--- config.mk ---
export PLATFORM = sky130hd
export DESIGN_NAME = rr_resp_router
export DESIGN_NICKNAME = d
export VERILOG_FILES = /design/src/rtl/arb_pkg.sv /design/src/rtl/rr_tag_fifo.sv /design/src/rtl/rr_resp_router.sv
export SDC_FILE = /design/constraint.sdc
export NUM_CORES = 1
export LEC_CHECK = 0
export CORE_AREA = 2 2 409 411
export DETAILED_ROUTE_END_ITERATION = 10
export DIE_AREA = 0 0 411 413
export DONT_BUFFER_PORTS = 1
export PLACE_DENSITY_LB_ADDON = 0.05
export SETUP_SLACK_MARGIN = 0.4
export SYNTH_ARGS = -nofsm -noshare
export SYNTH_HDL_FRONTEND = slang
export SYNTH_SLANG_ARGS = --single-unit
export TNS_END_PERCENT = 5
--- constraint.sdc ---
create_clock -name clk -period 6.2 [get_ports clk]
set_input_delay 1.86 -clock clk [delete_from_list [all_inputs] [get_ports clk]]
set_output_delay 1.86 -clock clk [all_outputs]
set_load 0.01 [all_outputs]
--- src/rtl/arb_pkg.sv ---
// Shared types, error-bit positions and grant encoding for the round-robin
// arbitration path.
package arb_pkg;

  localparam int N_DEF     = 4;
  localparam int IDX_W     = (N_DEF > 1) ? $clog2(N_DEF) : 1;
  localparam int MAX_N     = 64;
  localparam int MAX_IDX_W = 6;

  localparam int ERR_BADGRANT = 0;
  localparam int ERR_OVERFLOW = 1;
  localparam int ERR_ORPHAN   = 2;

  typedef logic [IDX_W-1:0] idx_t;

  // Lowest set bit wins, so a malformed grant still maps to one requester.
  function automatic logic [MAX_IDX_W-1:0] onehot2bin(input logic [MAX_N-1:0] vec);
    logic [MAX_IDX_W-1:0] idx;
    idx = '0;
    for (int i = MAX_N - 1; i >= 0; i--) begin
      if (vec[i]) idx = i[MAX_IDX_W-1:0];
    end
    return idx;
  endfunction

endpackage

--- src/rtl/rr_tag_fifo.sv ---
// Tag FIFO recording which requester owns each in-flight request, in
// acceptance order.
module rr_tag_fifo #(
  parameter int W     = 2,
  parameter int DEPTH = 16
) (
  input  logic                     clk,
  input  logic                     rst_n,
  input  logic                     push,
  input  logic [W-1:0]             din,
  input  logic                     pop,
  output logic                     full,
  output logic                     empty,
  output logic [$clog2(DEPTH):0]   count,
  output logic [W-1:0]             head
);
  localparam int AW = $clog2(DEPTH);

  logic [AW:0]  wr_ptr_reg;
  logic [AW:0]  rd_ptr_reg;
  logic [AW:0]  count_reg;
  logic         do_push;
  logic         do_pop;
  logic [W-1:0] mem [DEPTH];

  // Wrap bit distinguishes full from empty when the address bits match.
  assign full    = (wr_ptr_reg[AW] != rd_ptr_reg[AW]) &&
                   (wr_ptr_reg[AW-1:0] == rd_ptr_reg[AW-1:0]);
  assign empty   = (wr_ptr_reg == rd_ptr_reg);
  assign head    = mem[rd_ptr_reg[AW-1:0]];
  assign count   = count_reg;
  assign do_push = push && !full;
  assign do_pop  = pop && !empty;

  always_ff @(posedge clk or negedge rst_n) begin
    if (!rst_n) begin
      wr_ptr_reg <= '0;
      rd_ptr_reg <= '0;
      count_reg  <= '0;
    end else begin
      if (do_push) wr_ptr_reg <= wr_ptr_reg + (AW+1)'(1);
      if (do_pop)  rd_ptr_reg <= rd_ptr_reg + (AW+1)'(1);
      case ({do_push, do_pop})
        2'b10:   count_reg <= count_reg + (AW+1)'(1);
        2'b01:   count_reg <= count_reg - (AW+1)'(1);
        default: count_reg <= count_reg;
      endcase
    end
  end

  always_ff @(posedge clk) begin
    if (do_push) mem[wr_ptr_reg[AW-1:0]] <= din;
  end

endmodule

--- src/rtl/rr_resp_router.sv ---
// Steers in-order shared-port responses back to the requester whose grant
// was logged when the request was accepted.
module rr_resp_router
  import arb_pkg::*;
#(
  parameter int N      = 4,
  parameter int DATA_W = 512,
  parameter int DEPTH  = 16
) (
  input  logic                     clk,
  input  logic                     rst_n,
  input  logic [N-1:0]             grant,
  input  logic                     req_fire,
  output logic                     tag_full,
  output logic [$clog2(DEPTH):0]   outstanding,
  input  logic                     resp_valid,
  input  logic [DATA_W-1:0]        resp_data,
  output logic                     resp_ready,
  output logic [N-1:0]             out_valid,
  output logic [DATA_W-1:0]        out_data,
  input  logic [N-1:0]             out_ready,
  output logic [2:0]               err_flags
);
  localparam int TAG_W = (N > 1) ? $clog2(N) : 1;

  logic [MAX_N-1:0]  grant_ext;
  logic [TAG_W-1:0]  grant_tag;
  logic [TAG_W-1:0]  head_tag;
  logic [TAG_W-1:0]  held_tag_reg;
  logic              fifo_full;
  logic              fifo_empty;
  logic              push;
  logic              pop;
  logic              drain;
  logic              held_reg;
  logic              held_next;
  logic [DATA_W-1:0] out_data_reg;
  logic [2:0]        err_reg;
  logic [2:0]        err_next;

  always_comb begin
    grant_ext        = '0;
    grant_ext[N-1:0] = grant;
  end

  assign grant_tag = TAG_W'(onehot2bin(grant_ext));

  rr_tag_fifo #(
    .W     (TAG_W),
    .DEPTH (DEPTH)
  ) u_tag_fifo (
    .clk   (clk),
    .rst_n (rst_n),
    .push  (push),
    .din   (grant_tag),
    .pop   (pop),
    .full  (fifo_full),
    .empty (fifo_empty),
    .count (outstanding),
    .head  (head_tag)
  );

  // Full is judged on the pre-pop state, so a push in a full cycle is lost.
  assign tag_full   = fifo_full;
  assign push       = req_fire && !fifo_full;
  assign drain      = held_reg && out_ready[held_tag_reg];
  assign resp_ready = !fifo_empty && (!held_reg || out_ready[held_tag_reg]);
  assign pop        = resp_valid && resp_ready;

  always_comb begin
    held_next = held_reg;
    if (pop)        held_next = 1'b1;
    else if (drain) held_next = 1'b0;
  end

  always_comb begin
    err_next = err_reg;
    if (resp_valid && fifo_empty)       err_next[ERR_ORPHAN]   = 1'b1;
    if (req_fire && fifo_full)          err_next[ERR_OVERFLOW] = 1'b1;
    if (req_fire && !$onehot(grant))    err_next[ERR_BADGRANT] = 1'b1;
  end

  always_ff @(posedge clk or negedge rst_n) begin
    if (!rst_n) begin
      held_reg     <= 1'b0;
      held_tag_reg <= '0;
      out_data_reg <= '0;
      err_reg      <= '0;
    end else begin
      held_reg <= held_next;
      err_reg  <= err_next;
      if (pop) begin
        held_tag_reg <= head_tag;
        out_data_reg <= resp_data;
      end
    end
  end

  for (genvar gi = 0; gi < N; gi++) begin : g_valid
    assign out_valid[gi] = held_reg && (held_tag_reg == TAG_W'(gi));
  end

  assign out_data  = out_data_reg;
  assign err_flags = err_reg;

endmodule

==> results of run 1 <==
-- cell usage after synthesis (all sizes together) --
cell type / n / share of area
a211oi: 3 / 0.00093
a21o: 4 / 0.0012
a21oi: 5 / 0.0010
and2: 1 / 0.00026
and3: 16 / 0.0041
buf: 62 / 0.047
clkbuf: 5 / 0.00083
dfrtp: 533 / 0.55
edfxtp: 32 / 0.040
fa: 2 / 0.0017
ha: 11 / 0.0057
inv: 13 / 0.0020
mux2: 518 / 0.32
mux4: 7 / 0.0065
nand2: 13 / 0.0020
nand2b: 2 / 0.00083
nand4: 2 / 0.00078
nor2: 7 / 0.0011
nor2b: 4 / 0.0010
nor3: 5 / 0.0010
nor3b: 1 / 0.00031
o211ai: 1 / 0.00088
o21a: 1 / 0.00031
o21ai: 6 / 0.0012
o22ai: 2 / 0.00052
o31ai: 1 / 0.00031
or3b: 1 / 0.00036
xnor2: 11 / 0.0046
xor2: 8 / 0.0029
-- power by group --
part / internal [mW] / switching [mW] / leakage [nW]
logic: 3.21 / 1.63 / 5.00
registers: 5.53 / 3.09 / 6.52
clock network: 2.87 / 1.82 / 1.31
-- worst register-to-register path, delay by kind of cell (launching register included) --
family                 cells  cell delay [ps]
buffers and inverters      2             1330
flip-flops                 1              840
multiplexers               1              540
AO/OA/AOI/OAI              1              270
AND/OR/NAND/NOR            1              240
XOR/XNOR                   1              200
-- routing by layer --
metal,vias to the layer above,share of wire,GRT usage
li1,4583,-,-
met1,5972,0.33,0.106
met2,582,0.54,0.192
met3,115,0.11,0.0504
met4,4,0.023,0.0373
met5,-,0.00023,0
-- final timing paths --
path,start,end,slack (ps),depth (start not counted)
max,out_ready[3],resp_ready,1330,4
max in group asynchronous,rst_n,out_data[338],3150,2
min in group asynchronous,rst_n,out_data[454],890,0
min,u_tag_fifo.wr_ptr_reg[4],u_tag_fifo.wr_ptr_reg[4],520,1
max reg2reg,u_tag_fifo.rd_ptr_reg[2],out_data[412],2670,6
min reg2reg,u_tag_fifo.wr_ptr_reg[4],u_tag_fifo.wr_ptr_reg[4],520,1
-- final cells by class --
class                      count  area (µm²)
antenna                        3        7.51
clock buffer                 121        2400
clock inverter                23         263
fill                       18000      137000
inverter                      13        48.8
multi-input combinational    632        8650
sequential                   565       14300
tap                         2204        2760
timing repair buffer          17         225
-- cells by family (layout without fill, tap and decap cells) --
group / after synthesis / count (layout) / share of synthesized area
fa+ha+maj: 13 / 13 / 0.00735
compound gates: 23 / 23 / 0.00647
flops: 565 / 565 / 0.592
simple gates: 52 / 52 / 0.0119
other cells: 0 / 3 / 0
buf+inv: 80 / 174 / 0.0503
xor+xnor: 19 / 19 / 0.00751
mux: 525 / 525 / 0.325
==> flow_metrics.py, run 1 <==
metrics = {
    "status": {
        "status": "completed",
    },
    "cells_and_area": {
        "drive_gt1_frac": 0.490,
        "final_cell_mix": "dfrtp_1 (533), mux2_4 (493), clkbuf_16 (82)",
        "design_area_um2": 28600,
        "largest_reg_flops": 512,
        "fin_cells": 3578,
        "final_common_cell": "dfrtp_1",
        "fin_util": 0.173,
        "fin_nets": 1847,
        "syn_to_final_growth_pct": 18.6,
    },
    "sta": {
        "clock_skew_ps": 36.3,
        "rsz0062_at_grt": "no",
        "final.setup.worst_slack_ps": 1330,
        "finalSetupViolations": 0,
        "fin_crit_ps": 4870,
        "max_freq_mhz": 205,
        "holdWs_ps": 525,
        "finalSetupTns_ps": 0,
        "tightest_slew_ps": 1380,
        "period_share": 0.785,
        "slew_violations": 0,
        "hold_violations": 0,
        "slew_headroom": 0.0822,
    },
    "placed_design": {
        "gp_routability_congestion": 0.777,
        "io_buffers": 0,
        "dp.cells": 3428,
        "dp_hpwl_um": 71000,
        "place_area_um2": 25900,
        "dp_slack_ps": 1310,
    },
    "global_routing": {
        "grt_max_degree": 534,
        "antenna_found_initial": 15,
        "grt-ovfl-total": 0,
        "grtUsageTotal": 0.106,
        "grt_pass1_wl_um": 122000,
        "grt_pass1_vias": 12400,
    },
    "logic_synthesis": {
        "synth-seq-area-share": 0.592,
        "ys_seq_elements": 565,
        "yosysWarnings": 0,
        "syn_inst": 1277,
        "avgSynthCellArea_um2": 18.9,
        "yosys.cell_types.count": 38,
        "syn-cell-area_um2": 24200,
        "synth_fp_nets": 1814,
    },
    "cts": {
        "cts_setup_buffers": 0,
        "clkLatencyLatePin_ps": 680,
        "cts_max_path_buffers": 3,
        "htree_levels": 3,
        "ctsHoldBuffers": 0,
        "ctsResizeCount": 0,
        "clkSinkCount": 565,
        "cts_root_buffer": "clkbuf_16",
        "numCtsBuffers": 81,
        "cts_tree": "yes",
        "clkTransAtPathRegs_ps": 50,
    },
    "routing": {
        "wl_per_cell_um": 26.4,
        "num_vias": 11300,
        "wl_um": 94500,
        "dr.pass1.iters": 6,
        "drc": 0,
        "drtIter0Drc": 525,
        "viasPerCell": 3.15,
        "ant_nets": 0,
    },
    "die": {
        "die_h_um": 413,
        "fp.coreArea_um2": 166000,
        "ios": 1050,
        "die_x_um": 411,
        "rows": 150,
        "start_util": 0.146,
        "dieArea_um2": 170000,
    },
    "critical_path": {
        "critPathMaxStageDelay_ps": 510,
        "crit_type": "input port to output port",
        "critPathMaxFanout": 4,
        "crit_path_cell_trace": "mux4_2 -> nand2b_4 -> o21ai_0 -> inv_1",
        "path_buf_inv": 1,
        "cp_slowest_cell": "mux4_2",
        "arrival_ps": 3010,
        "end_kind": "output port",
        "path_delay_family": "multiplexers",
        "required_ps": 4340,
        "startpoint_type": "input port",
    },
    "power": {
        "powerDensity_nw_per_um2": 633,
        "p_leak_nw": 12.8,
        "irDropWorstVdd_mv": 0.279,
        "total_power_mw": 18.1,
    },
    "flow_run": {
        "maxCapViolCount": 0,
    },
    "min_path": {
        "min_path_type": "flop to flop",
    },
}
Power figures use the tool's default switching activity.
==> inputs of run 2 (changes only) <==
==> constraint.sdc (replaced) <==
create_clock -name clk -period 5.1 [get_ports clk]
set_input_delay 1.53 -clock clk [delete_from_list [all_inputs] [get_ports clk]]
set_output_delay 1.53 -clock clk [all_outputs]
set_load 0.01 [all_outputs]
==> run 2 against run 1 <==
Compared with the run above: critical path type unchanged; critical endpoint unchanged; clock power up 19%; die area stayed put; sequential share of layout area grew 0.14 points; non-clock buffer count decreased by 4; highest routed layer unchanged; the run now ends with max-slew violations left.
==> flow_metrics.py, run 2 (synthesized netlist as in run 1, its figures left out) <==
metrics = {
    "cts": {
        "numCtsBuffers": 81,
        "htree_levels": 3,
        "ctsHoldBuffers": 0,
        "cts_setup_buffers": 0,
        "cts_tree": "yes",
        "clkTransAtPathRegs_ps": 50,
        "clkSinkCount": 565,
        "ctsResizeCount": 0,
        "clkLatencyLatePin_ps": 680,
        "cts_max_path_buffers": 3,
        "cts_root_buffer": "clkbuf_16",
    },
    "critical_path": {
        "critPathMaxFanout": 4,
        "required_ps": 3570,
        "r2r_start": "u_tag_fifo.rd_ptr_reg[1]",
        "arrival_ps": 2640,
        "r2r_slack_ps": 1910,
        "rr_endpoint": "u_tag_fifo.count[4]",
        "crit_type": "input port to output port",
        "rr_worst_depth": 11,
        "end_kind": "output port",
        "startpoint_type": "input port",
        "crit_start": "out_ready[3]",
    },
    "die": {
        "dieArea_um2": 170000,
        "start_util": 0.146,
        "fp.coreArea_um2": 166000,
        "rows": 150,
        "die_h_um": 413,
        "die_x_um": 411,
        "ios": 1050,
    },
    "power": {
        "irDropWorstVdd_mv": 0.308,
        "p_leak_nw": 12.8,
        "total_power_mw": 21.9,
        "powerDensity_nw_per_um2": 765,
    },
    "global_routing": {
        "grt_pass1_wl_um": 123000,
        "antenna_found_initial": 16,
        "met2_usage": 0.194,
        "grt-ovfl-total": 0,
        "grt_max_degree": 534,
        "grtUsageTotal": 0.106,
        "grtUsageMet1": 0.103,
        "grt_util_met3": 0.0531,
        "grt_pass1_vias": 12400,
        "grt_busiest_layer": "met2",
    },
    "sta": {
        "holdWs_ps": 532,
        "finalSetupTns_ps": 0,
        "rsz0062_at_grt": "no",
        "final.setup.worst_slack_ps": 929,
        "hold_violations": 0,
        "slew_headroom": -1.98,
        "period_share": 0.818,
        "tightest_slew_ps": 4460,
        "finalSetupViolations": 0,
        "fin_crit_ps": 4170,
        "max_freq_mhz": 240,
        "slew_violations": 364,
        "clock_skew_ps": 40.5,
    },
    "cells_and_area": {
        "nFillCells": 18000,
        "fin_nets": 1843,
        "fin_cells": 3578,
        "final_cell_mix": "dfrtp_1 (533), mux2_4 (493), clkbuf_16 (82)",
        "final_common_cell": "dfrtp_1",
        "syn_to_final_growth_pct": 18.3,
        "drive_gt1_frac": 0.489,
        "register_area_um2": 14300,
        "design_area_um2": 28600,
        "multi_input_area_um2": 8650,
        "fin_util": 0.172,
        "largest_reg_flops": 512,
    },
    "placed_design": {
        "dp_hpwl_um": 71500,
        "place_area_um2": 25900,
        "gp_routability_congestion": 0.783,
        "io_buffers": 0,
        "dp.cells": 3427,
        "dp_slack_ps": 903,
    },
    "routing": {
        "viasPerCell": 3.12,
        "ant_nets": 0,
        "wl_per_cell_um": 26.5,
        "wl_um": 94700,
        "drc": 0,
        "drtIter0Drc": 320,
        "num_vias": 11200,
        "dr.pass1.iters": 4,
    },
    "status": {
        "status": "finished with violations",
        "violations": "max-slew violations",
    },
    "min_path": {
        "worstHoldStart": "u_tag_fifo.wr_ptr_reg[4]",
        "min_to": "u_tag_fifo.wr_ptr_reg[4]",
        "holdPathStages": 1,
        "min_path_type": "flop to flop",
    },
    "flow_run": {
        "maxCapViolCount": 0,
    },
}
[run 2: cell count changes in the layout (fill, tap and decap cells not counted), moves of 2 or more]
cell | previous run | this run
buf_12 | 3 | 6
buf_16 | 3 | 0
buf_4 | 11 | 7
bufinv_16 | 5 | 1
clkbuf_1 | 19 | 22
clkinv_1 | 2 | 0
clkinv_16 | 0 | 2
clkinv_2 | 11 | 16
inv_16 | 0 | 2
[run 2: metal layers]
layer	part of all wire	wire length [µm]
met5	0.000074	7
met4	0.022	2120
met3	0.11	10600
met2	0.53	50600
met1	0.33	31300
[run 2: how the worst max path moves through the flow]
stage	to	slack, ps	cells past startpoint
floorplan	u_tag_fifo.count[4]	920	13
global placement	resp_ready	900	4
detailed placement	resp_ready	900	4
CTS	resp_ready	800	4
global route	resp_ready	700	4
finish	resp_ready	930	4
[run 2: power by group]
part | switching [mW] | internal (mW)
combinational | 1.92 | 3.90
clock | 2.28 | 3.31
sequential | 3.72 | 6.73
[run 2: layout make-up]
type,instances,share of cell area
Antenna cell,4,0.000350
Clock buffer,123,0.0839
Clock inverter,24,0.00828
Inverter,13,0.00171
Multi-Input combinational cell,632,0.303
Sequential cell,565,0.501
Tap cell,2204,0.0965
Timing Repair Buffer,13,0.00604
[run 2: critical path: stages]
cell and delay (ps):
mux4_2 500, nand2b_4 210, o21ai_0 200, inv_1 190
